### config.mk
export PLATFORM = sky130hd
export DESIGN_NAME = poly_voice_mixer
export DESIGN_NICKNAME = d
export VERILOG_FILES = /design/src/rtl/synth_pkg.sv /design/src/rtl/wave_lut_shaper.sv /design/src/rtl/poly_voice_mixer.sv
export SDC_FILE = /design/constraint.sdc
export NUM_CORES = 1
export LEC_CHECK = 0
export CORE_AREA = 2 2 146 148
export CTS_BUF_LIST = sky130_fd_sc_hd__clkbuf_8
export DETAILED_ROUTE_END_ITERATION = 16
export DIE_AREA = 0 0 148 150
export HOLD_SLACK_MARGIN = 0.05
export PLACE_DENSITY = 0.69
export SLEW_MARGIN = 40
export SYNTH_ARGS = -nofsm -noshare
export SYNTH_HDL_FRONTEND = slang
export SYNTH_SLANG_ARGS = --single-unit
### constraint.sdc
create_clock -name clk -period 6.8 [get_ports clk]
set_clock_uncertainty 0.15 [all_clocks]
set_input_delay 1.36 -clock clk [delete_from_list [all_inputs] [get_ports clk]]
set_output_delay 1.36 -clock clk [all_outputs]
set_load 0.03 [all_outputs]
### src/rtl/synth_pkg.sv
// Shared types for the polyphonic voice mixer: waveform selector and mixer FSM states.
package synth_pkg;

    typedef enum logic [1:0] {
        WAVE_SQUARE = 2'd0,
        WAVE_SAW,
        WAVE_TRI,
        WAVE_PULSE
    } wave_t;

    typedef enum logic [1:0] {
        MIX_IDLE,
        MIX_SCAN,
        MIX_OUT
    } mix_state_t;

endpackage

### src/rtl/wave_lut_shaper.sv
// Combinational waveshaper: maps the top phase bits of one voice to a unipolar sample.
module wave_lut_shaper
    import synth_pkg::*;
#(
    parameter int unsigned SAMPLE_W = 8
) (
    input  logic [SAMPLE_W-1:0] p,
    input  wave_t               wave,
    output logic [SAMPLE_W-1:0] sample
);

    always_comb begin
        sample = '0;
        case (wave)
            WAVE_SQUARE: sample = p[SAMPLE_W-1] ? '1 : '0;
            WAVE_SAW:    sample = p;
            WAVE_TRI:    sample = p[SAMPLE_W-1] ? ~(p << 1) : (p << 1);
            WAVE_PULSE:  sample = (p[SAMPLE_W-1 -: 2] == 2'b00) ? '1 : '0;
            default:     sample = '0;
        endcase
    end

endmodule

### src/rtl/poly_voice_mixer.sv
// N-voice NCO bank, time-multiplexed averaging mixer and wrap-synchronised PWM output.
module poly_voice_mixer
    import synth_pkg::*;
#(
    parameter int unsigned NUM_VOICES    = 4,
    parameter int unsigned PHASE_W       = 16,
    parameter int unsigned SAMPLE_W      = 8,
    parameter int unsigned SAMPLE_PERIOD = 256
) (
    input  logic                          clk,
    input  logic                          n_rst,
    input  logic                          en,
    input  logic [NUM_VOICES-1:0]         voice_en,
    input  logic [NUM_VOICES*PHASE_W-1:0] freq_word,
    input  logic [NUM_VOICES*2-1:0]       wave_sel,
    output logic [SAMPLE_W-1:0]           sample_o,
    output logic                          sample_valid,
    output logic                          busy,
    output logic                          pwm_o
);

    localparam int unsigned LOG2N  = $clog2(NUM_VOICES);
    localparam int unsigned IDX_W  = (NUM_VOICES > 1) ? LOG2N : 1;
    localparam int unsigned ACC_W  = SAMPLE_W + LOG2N;
    localparam int unsigned TICK_W = $clog2(SAMPLE_PERIOD);

    if ((NUM_VOICES == 0) || ((NUM_VOICES & (NUM_VOICES - 1)) != 0)) begin : g_bad_voices
        $error("poly_voice_mixer: NUM_VOICES must be a power of 2");
    end
    if (SAMPLE_PERIOD < NUM_VOICES + 3) begin : g_bad_period
        $error("poly_voice_mixer: SAMPLE_PERIOD must be >= NUM_VOICES+3");
    end
    if ((SAMPLE_W > PHASE_W) || (SAMPLE_W < 2)) begin : g_bad_width
        $error("poly_voice_mixer: SAMPLE_W must be in 2..PHASE_W");
    end

    logic [PHASE_W-1:0]  phase_q [NUM_VOICES];
    logic [PHASE_W-1:0]  phase_d [NUM_VOICES];
    logic [SAMPLE_W-1:0] snap_p_q [NUM_VOICES];
    logic [SAMPLE_W-1:0] snap_p_d [NUM_VOICES];
    wave_t               snap_wave_q [NUM_VOICES];
    wave_t               snap_wave_d [NUM_VOICES];
    logic [NUM_VOICES-1:0] snap_en_q, snap_en_d;
    logic [TICK_W-1:0]   tick_cnt_q, tick_cnt_d;
    logic [SAMPLE_W-1:0] pwm_cnt_q, pwm_cnt_d;
    logic [SAMPLE_W-1:0] duty_q, duty_d;
    logic [SAMPLE_W-1:0] sample_q, sample_d;
    logic                valid_q, valid_d;
    logic [ACC_W-1:0]    acc_q, acc_d;
    logic [IDX_W-1:0]    idx_q, idx_d;
    mix_state_t          state_q, state_d;

    logic                tick;
    logic [SAMPLE_W-1:0] shaped;
    logic [SAMPLE_W-1:0] voice_sample;

    wave_lut_shaper #(.SAMPLE_W(SAMPLE_W)) u_shaper (
        .p      (snap_p_q[idx_q]),
        .wave   (snap_wave_q[idx_q]),
        .sample (shaped)
    );

    // Gated-off voices add zero yet still count in the fixed divisor.
    assign voice_sample = snap_en_q[idx_q] ? shaped : '0;
    assign tick         = en && (tick_cnt_q == TICK_W'(SAMPLE_PERIOD - 1));

    always_ff @(posedge clk) begin
        if (!n_rst) begin
            for (int unsigned v = 0; v < NUM_VOICES; v++) begin
                phase_q[v]     <= '0;
                snap_p_q[v]    <= '0;
                snap_wave_q[v] <= WAVE_SQUARE;
            end
            snap_en_q  <= '0;
            tick_cnt_q <= '0;
            pwm_cnt_q  <= '0;
            duty_q     <= '0;
            sample_q   <= '0;
            valid_q    <= 1'b0;
            acc_q      <= '0;
            idx_q      <= '0;
            state_q    <= MIX_IDLE;
        end else begin
            for (int unsigned v = 0; v < NUM_VOICES; v++) begin
                phase_q[v]     <= phase_d[v];
                snap_p_q[v]    <= snap_p_d[v];
                snap_wave_q[v] <= snap_wave_d[v];
            end
            snap_en_q  <= snap_en_d;
            tick_cnt_q <= tick_cnt_d;
            pwm_cnt_q  <= pwm_cnt_d;
            duty_q     <= duty_d;
            sample_q   <= sample_d;
            valid_q    <= valid_d;
            acc_q      <= acc_d;
            idx_q      <= idx_d;
            state_q    <= state_d;
        end
    end

    always_comb begin
        state_d = state_q;
        if (!en) begin
            state_d = MIX_IDLE;
        end else begin
            case (state_q)
                MIX_IDLE: if (tick) state_d = MIX_SCAN;
                MIX_SCAN: if (idx_q == IDX_W'(NUM_VOICES - 1)) state_d = MIX_OUT;
                MIX_OUT:  state_d = MIX_IDLE;
                default:  state_d = MIX_IDLE;
            endcase
        end
    end

    always_comb begin
        for (int unsigned v = 0; v < NUM_VOICES; v++) begin
            phase_d[v]     = phase_q[v];
            snap_p_d[v]    = snap_p_q[v];
            snap_wave_d[v] = snap_wave_q[v];
            if (en && voice_en[v]) begin
                phase_d[v] = phase_q[v] + freq_word[v*PHASE_W +: PHASE_W];
            end
        end
        snap_en_d  = snap_en_q;
        tick_cnt_d = tick_cnt_q;
        pwm_cnt_d  = pwm_cnt_q;
        duty_d     = duty_q;
        sample_d   = sample_q;
        acc_d      = acc_q;
        idx_d      = idx_q;
        valid_d    = en && (state_q == MIX_OUT);

        if (!en) begin
            acc_d = '0;
        end else begin
            tick_cnt_d = tick ? '0 : tick_cnt_q + TICK_W'(1);
            // Duty only reloads at the period boundary so each PWM period is whole.
            pwm_cnt_d = pwm_cnt_q + SAMPLE_W'(1);
            if (pwm_cnt_q == '1) begin
                duty_d = sample_q;
            end
            case (state_q)
                MIX_IDLE: begin
                    if (tick) begin
                        for (int unsigned v = 0; v < NUM_VOICES; v++) begin
                            snap_p_d[v]    = phase_q[v][PHASE_W-1 -: SAMPLE_W];
                            snap_wave_d[v] = wave_t'(wave_sel[v*2 +: 2]);
                        end
                        snap_en_d = voice_en;
                        acc_d     = '0;
                        idx_d     = '0;
                    end
                end
                MIX_SCAN: begin
                    acc_d = acc_q + ACC_W'(voice_sample);
                    idx_d = idx_q + IDX_W'(1);
                end
                MIX_OUT:  sample_d = SAMPLE_W'(acc_q >> LOG2N);
                default:  acc_d = '0;
            endcase
        end
    end

    always_comb begin
        busy         = (state_q == MIX_SCAN) || (state_q == MIX_OUT);
        sample_o     = sample_q;
        sample_valid = valid_q;
        pwm_o        = en && (pwm_cnt_q < duty_q);
    end

endmodule

==> results of run 1 <==
## worst max path at each step
stage / from / end / slack [ns]
finish: en / pwm_o / 1.94
detailed placement: en / pwm_o / 1.93
floorplan: en / pwm_o / 2.95
global route: en / pwm_o / 1.83
global placement: en / pwm_o / 1.95
CTS: en / pwm_o / 1.93
## report_power, final
| group | internal (µW) | total [µW] | switching [µW] | leakage (µW) |
|---|---|---|---|---|
| Sequential | 998 | 1030 | 27.9 | 0.00133 |
| Clock | 355 | 743 | 388 | 0.000205 |
| Combinational | 185 | 396 | 211 | 0.00302 |
## critical path, cell delays in order
cell	delay [ns]
sky130_fd_sc_hd__clkdlybuf4s50_1	0.45
sky130_fd_sc_hd__buf_4	0.35
sky130_fd_sc_hd__nand2b_1	0.11
sky130_fd_sc_hd__a2111oi_0	0.26
sky130_fd_sc_hd__or2_1	0.15
sky130_fd_sc_hd__clkdlybuf4s50_1	0.66
## cells by family (layout without fill, tap and decap cells)
| family | count (synthesis) | in the layout | synth area share [%] |
|---|---|---|---|
| other | 0 | 1 | 0 |
| xor gates and xnor gates | 50 | 50 | 4.40 |
| AOI/OAI and AO/OA | 291 | 291 | 19.3 |
| adders and majority gates | 87 | 87 | 11.3 |
| and+or+nand+nor | 398 | 398 | 21.2 |
| muxes | 30 | 30 | 4.40 |
| buffers and inverters | 90 | 164 | 3.73 |
| DFF | 157 | 157 | 35.6 |
## registers in the layout (all words and copies together) (netlist names), named ones only
signal / flops
state_q: 2
duty_q: 8
sample_valid: 1
pwm_cnt_q: 8
snap_en_q: 4
phase_q: 64
sample_o: 8
snap_p_q: 32
acc_q: 10
snap_wave_q: 8
idx_q: 2
tick_cnt_q: 8
## per-stage QoR
step	setup slack [ns]	total power (µW)	cell area, µm²	hold WS, ns	instances
global placement	1.95	1430	11000	0.296	1420
detailed placement	1.93	1440	11000	0.303	1420
floorplan	2.95	1320	9950	0.286	1103
CTS	1.93	2190	11400	0.315	1452
finish	1.94	2170	11400	0.312	1453
global route	1.83	2280	11400	0.333	1453
## cell type report
class / instances / area (µm²)
fill: 1899 / 9280
multi-input combinational: 856 / 6040
sequential: 157 / 3540
timing repair buffer: 93 / 918
tap: 275 / 344
clock buffer: 19 / 262
clock inverter: 13 / 151
inverter: 39 / 146
antenna: 1 / 2.50
## cells in the final DEF, fill, tap and decap left out, types with 18 or more instances in the layout
| cell | n |
|---|---|
| sky130_fd_sc_hd__a211oi_1 | 22 |
| sky130_fd_sc_hd__a21boi_0 | 22 |
| sky130_fd_sc_hd__a21o_1 | 22 |
| sky130_fd_sc_hd__a21oi_1 | 69 |
| sky130_fd_sc_hd__and2_1 | 69 |
| sky130_fd_sc_hd__clkbuf_8 | 19 |
| sky130_fd_sc_hd__clkdlybuf4s50_1 | 88 |
| sky130_fd_sc_hd__dfxtp_1 | 117 |
| sky130_fd_sc_hd__edfxtp_1 | 40 |
| sky130_fd_sc_hd__ha_1 | 82 |
| sky130_fd_sc_hd__inv_1 | 38 |
| sky130_fd_sc_hd__mux2i_1 | 19 |
| sky130_fd_sc_hd__nand2_1 | 103 |
| sky130_fd_sc_hd__nand3_1 | 47 |
| sky130_fd_sc_hd__nand4_1 | 18 |
| sky130_fd_sc_hd__nor2_1 | 47 |
| sky130_fd_sc_hd__nor2b_1 | 23 |
| sky130_fd_sc_hd__o21ai_0 | 65 |
| sky130_fd_sc_hd__xnor2_1 | 21 |
| sky130_fd_sc_hd__xor2_1 | 29 |
## layer usage
layer / GRT usage (%) / part of all wire, % / vias to the layer above
met5: 0 / 0 / -
met4: 6.71 / 1.6 / 0
met3: 3.84 / 4.2 / 27
met2: 33.2 / 47 / 143
met1: 26.8 / 48 / 3727
li1: - / - / 4141
==> qor.txt, run 1 <==
GLOBAL ROUTING
------------------------------------------------------------------------------
Antenna violations before repair                                             1
Global-route usage over all layers                                       20.2%
Pin count of the biggest net entering global routing                        82
Wire length of the first global-routing pass                         36,500 µm
Vias in the first global route                                           7,654
Total grt overflow                                                           0

FLOORPLAN
------------------------------------------------------------------------------
Vertical extent of the die                                              150 µm
Initial cell density of the core                                         48.1%
Core Footprint                                                      0.0207 mm²
Number of rows in the core area                                             53
Overall die width                                                       148 µm
IO Count                                                                    90
Total die area                                                      0.0222 mm²

CLOCK TREE
------------------------------------------------------------------------------
Sinks on Clock Net                                                         157
Count of cells resized by post-cts repair                                    0
Clock root buffer                                                 sky130_fd_sc_hd__clkbuf_8
Setup Fix Bufs, Post-CTS                                                     0
CTS Buf Count                                                               17
CTS H-tree depth                                                             4
CTS Hold Bufs                                                                0
Clock latency on the worst-skew pair                                   0.46 ns
CTS tree                                                                   yes
Max Buffers Root-to-Sink                                                     2
Clock transition at the registers of the reported paths                0.09 ns

DRT
------------------------------------------------------------------------------
1st-pass router iterations                                                   8
Total DRC errors in the routed layout                                        0
Final wirelength                                                     22,000 µm
Starting DRT DRC Count                                                     326
Routed len/inst                                                        15.2 µm
Per-cell via count in the routed design                                   5.53
Number of nets still failing antenna checks after routing                    0
Total via count in the routed design                                     8,038

TIMING
------------------------------------------------------------------------------
Slew Limit Fails                                                             0
Max-Slew Margin vs Limit                                                 49.6%
Min cycle time layout                                                  4.86 ns
Final setup vio count                                                        0
Endpoints failing hold                                                       0
Fraction of the cycle the final worst path needs                         71.5%
Unrepaired setup endpoints after global routing                             no
Worst-margin pin slew                                                 0.755 ns
Peak Freq                                                              206 MHz
Total negative setup slack                                                0 ns

SYNTH
------------------------------------------------------------------------------
Top_reg_cell synth                                                sky130_fd_sc_hd__dfxtp_1
Commonest cells in the netlist                                    sky130_fd_sc_hd__dfxtp_1, sky130_fd_sc_hd__nand2_1, sky130_fd_sc_hd__ha_1, sky130_fd_sc_hd__a21oi_1, sky130_fd_sc_hd__and2_1
Number of synthesized register bits                                        157
Average cell area after synthesis                                     9.02 µm²
Sequential area share after synthesis                                    35.6%
Cell type with the highest aggregate area in the netlist          sky130_fd_sc_hd__dfxtp_1
Synthesis warning total                                                      0
Syn Nets                                                                 1,269
Cell with the most instances after synthesis                      sky130_fd_sc_hd__dfxtp_1
Synth area leaders                                                sky130_fd_sc_hd__dfxtp_1, sky130_fd_sc_hd__edfxtp_1, sky130_fd_sc_hd__ha_1
Number of enable flip-flop cells after synthesis                            40
Distinct cell type count of the synthesized netlist                         76
Post-synth design cell area                                        0.00995 mm²
Synth async-reset ratio                                                     0%
Proportion of netlist area held by the largest area contributor          23.5%
Syn Inst Count                                                           1,103

PLACED DESIGN
------------------------------------------------------------------------------
Count of input and output buffers                                           89
Half-perimeter wire length after detailed placement                  16,000 µm
Placer's final routability congestion estimate                           0.870

RUN STATUS
------------------------------------------------------------------------------
Status                                                               completed

SETUP PATH
------------------------------------------------------------------------------
Critical path startpoint category                                    input pin
Critical path data arrival time                                        3.35 ns
Endpoint of the lowest-slack register-to-register path                acc_q[9]
Cell count of the worst reg-to-reg path                                     14
Required arrival time at the worst endpoint                            5.29 ns
Peak fanout along the critical path                                         38
Critical path endpoint category                                   primary output
Crit Path Category                                                      in2out
Setup slack, reg-to-reg                                                2.44 ns

WORST HOLD PATH
------------------------------------------------------------------------------
Type of the most critical hold path                                    reg2reg
Hold path start                                                       acc_q[0]
Capture endpoint of the worst hold path                               acc_q[0]
Worst hold stages                                                            2

PWR
------------------------------------------------------------------------------
Static leakage                                                      0.00455 µW
IR drop worst, VDD                                                    0.119 mV
Power per cell area                                                 190 mW/mm²

FINAL LAYOUT
------------------------------------------------------------------------------
Share of cells above drive strength 1                                    5.44%
Post-layout util                                                         55.1%
Final layout net count                                                   1,330
Area growth, synth to finish                                             14.6%

RUN
------------------------------------------------------------------------------
Max_cap viols                                                                0

Power figures use the tool's default switching activity.
==> run 2: changes to the inputs <==
PLACE_DENSITY = 0.72   (was 0.69)
clock period = 4.3 ns   (was 6.8 ns; I/O delays follow)
==> run 2 against run 1 <==
Routed wire length about the same. Via count rose by 1.1%. Final cell count grew 0.28%. Register-to-register slack worse by 2.0 ns. Hold slack better by 0.011 ns.
==> qor.txt, run 2 (same netlist as run 1, synthesis figures left out) <==
PLACED DESIGN
----------------------------------------------------------------------------
Placer's final routability congestion estimate                         0.872   +0.22%
Half-perimeter wire length after detailed placement                15,900 µm   -0.55%
Count of input and output buffers                                         89   unchanged

FINAL LAYOUT
----------------------------------------------------------------------------
Area growth, synth to finish                                           14.8%
Largest Register                                                     phase_q
Post-layout util                                                       55.2%   +0.10 points
Count of fill cells added during filler insertion                      1,862   -1.9%
Flip-flop count of the largest register after layout                      64   unchanged
Final layout net count                                                 1,335   +0.38%
Share of cells above drive strength 1                                  5.75%   +0.32 points
Number of inserted diodes                                                  0   -1
Leading registers by flop count                                 phase_q: 64 flops, snap_p_q: 32 flops, acc_q: 10 flops
Commonest non-fill, non-tap cell in the layout                  sky130_fd_sc_hd__dfxtp_1
Top library cells by usage in the layout, fill and taps aside   sky130_fd_sc_hd__dfxtp_1, sky130_fd_sc_hd__nand2_1, sky130_fd_sc_hd__clkdlybuf4s50_1, sky130_fd_sc_hd__ha_1

PWR
----------------------------------------------------------------------------
Combinational power share                                              18.5%   +0.2 points
Part of the total power dissipated in the clock network                33.7%   -0.6 points
Power, Total                                                         3400 µW   +57%
Psw                                                                   974 µW   +55%
Internal Pwr Total                                                   2420 µW   +58%
Power per cell area                                               297 mW/mm²   +57%
Sw Ratio                                                               28.7%   -0.28 points
IR drop worst, VDD                                                  0.171 mV   +43%
Static leakage                                                    0.00459 µW   +0.77%
Relative contribution of sequential cells to total power               47.8%   +0.4 points

CLOCK TREE
----------------------------------------------------------------------------
Clock root buffer                                               sky130_fd_sc_hd__clkbuf_8
Clock transition at the registers of the reported paths              0.08 ns   about the same
CTS Buf Count                                                             17   unchanged
CTS Hold Bufs                                                              0   unchanged
Sinks on Clock Net                                                       157   unchanged
Max Buffers Root-to-Sink                                                   2   unchanged
CTS tree                                                                 yes
CTS H-tree depth                                                           4   unchanged
Clock latency on the worst-skew pair                                 0.46 ns   about the same
Setup Fix Bufs, Post-CTS                                                   0   unchanged

TIMING
----------------------------------------------------------------------------
Slew Limit Fails                                                           0   unchanged
Fraction of the cycle the final worst path needs                       90.1%
Peak Freq                                                            258 MHz
Total negative setup slack                                              0 ns   unchanged
Final setup vio count                                                      0   unchanged
Max-Slew Margin vs Limit                                               49.3%   -0.27 points
Endpoints failing hold                                                     0   unchanged
Unrepaired setup endpoints after global routing                           no
Worst-margin pin slew                                               0.759 ns   +0.00407 ns
Min cycle time layout                                                3.87 ns
Final-layout worst hold slack                                       0.323 ns   +0.0106 ns

GLOBAL ROUTING
----------------------------------------------------------------------------
Wire length of the first global-routing pass                       37,000 µm   +1.1%
Vias in the first global route                                         7,663   +0.12%
Global-route usage over all layers                                     20.4%   +0.17 points
Total grt overflow                                                         0   unchanged
Antenna violations before repair                                           0   -1
Pin count of the biggest net entering global routing                      78   -4.9%

SETUP PATH
----------------------------------------------------------------------------
Crit Path Category                                                   reg2reg
Critical path endpoint category                                     register
Peak fanout along the critical path                                        6   -84%
Critical path startpoint category                                   register
Critical path data arrival time                                      4.11 ns   +0.76 ns
Required arrival time at the worst endpoint                          4.54 ns   -0.75 ns

RUN
----------------------------------------------------------------------------
Max_cap viols                                                              0   unchanged

DRT
----------------------------------------------------------------------------
Per-cell via count in the routed design                                 5.58   +0.83%
Number of nets still failing antenna checks after routing                  0   unchanged
Starting DRT DRC Count                                                   356   +9.2%
Total via count in the routed design                                   8,127   +1.1%
1st-pass router iterations                                                 5   -3
Routed len/inst                                                      15.1 µm   -0.36%
Final wirelength                                                   22,000 µm   about the same
Total DRC errors in the routed layout                                      0   unchanged

FLOORPLAN
----------------------------------------------------------------------------
IO Count                                                                  90   unchanged
Core Footprint                                                    0.0207 mm²   unchanged
Number of rows in the core area                                           53   unchanged
Total die area                                                    0.0222 mm²   unchanged
Overall die width                                                     148 µm   unchanged
Initial cell density of the core                                       48.1%   unchanged
Vertical extent of the die                                            150 µm   unchanged

RUN STATUS
----------------------------------------------------------------------------
Status                                                             completed

WORST HOLD PATH
----------------------------------------------------------------------------
Type of the most critical hold path                                  reg2reg

-- run 2: cell types whose count changed in the layout (fill, tap and decap cells not counted), moves of 2 or more --
cell                         previous run  this run
sky130_fd_sc_hd__buf_4                  5        11
sky130_fd_sc_hd__inv_6                  7         1
sky130_fd_sc_hd__inv_4                  1         4
sky130_fd_sc_hd__clkinvlp_4             2         0
sky130_fd_sc_hd__clkinv_4               1         4
sky130_fd_sc_hd__inv_1                 38        40
-- run 2: layer usage --
layer / global-route usage, % / vias up / share of wire, %
met1: 27.7 / 3769 / 48
met4: 4.67 / 0 / 1.4
met2: 32.8 / 188 / 46
met3: 5.06 / 27 / 4.8
met5: 0 / - / 0
li1: - / 4143 / -
-- run 2: per-stage QoR --
step,cells,area [µm²],setup WS (ns)
2_1_floorplan,1103,9950,0.543
3_3_place_gp,1425,11000,0.457
3_5_place_dp,1425,11000,0.357
4_1_cts,1457,11400,0.323
5_1_grt,1457,11400,0.0222
6_report,1457,11400,0.428
-- run 2: repair_timing --
| action | CTS | global route |
|---|---|---|
| endpoints found under the hold margin | 0 | 0 |
| gates resized for setup | 0 | 1 |
| endpoints found under the setup margin | 0 | 2 |
-- run 2: worst paths after layout --
kind                                     from            end  slack [ns]  cells past startpoint
worst max-delay path                 register       acc_q[9]        0.43                     15
worst min-delay path            phase_q[3][6]  phase_q[3][6]        0.32                      2
worst min register to register  phase_q[3][6]  phase_q[3][6]        0.32                      2
worst max register to register       register       acc_q[9]        0.43                     15
-- run 2: power groups by stage --
stage | sequential [µW] | combinational, µW | clock, µW
finish | 1620 | 630 | 1140
global route | 1630 | 707 | 1230
CTS | 1620 | 628 | 1170
detailed placement | 1660 | 623 | 0
global placement | 1660 | 612 | 0
floorplan | 1640 | 456 | 0
-- run 2: layout make-up --
class / count / area (µm²) / share of cell area [%]
Clock buffer: 19 / 262 / 2.29
Clock inverter: 13 / 138 / 1.20
Inverter: 39 / 146 / 1.28
Multi-Input combinational cell: 856 / 6040 / 52.9
Sequential cell: 157 / 3540 / 31.0
Tap cell: 275 / 344 / 3.01
Timing Repair Buffer: 98 / 953 / 8.34
-- run 2: worst max-delay path: stages, from the launching register on --
cell                       delay, ns
sky130_fd_sc_hd__dfxtp_1        0.47
sky130_fd_sc_hd__buf_4          0.22
sky130_fd_sc_hd__mux4_2         0.49
sky130_fd_sc_hd__inv_1          0.09
sky130_fd_sc_hd__ha_1           0.18
sky130_fd_sc_hd__nand2b_1       0.21
sky130_fd_sc_hd__o21ai_0        0.14
sky130_fd_sc_hd__a211oi_2       0.31
sky130_fd_sc_hd__ha_1           0.30
sky130_fd_sc_hd__a21o_1         0.17
sky130_fd_sc_hd__a21oi_1        0.21
sky130_fd_sc_hd__nor2b_1        0.09
sky130_fd_sc_hd__o31a_1         0.28
sky130_fd_sc_hd__nor4_1         0.22
sky130_fd_sc_hd__o21ai_0        0.14
sky130_fd_sc_hd__a21oi_1        0.13
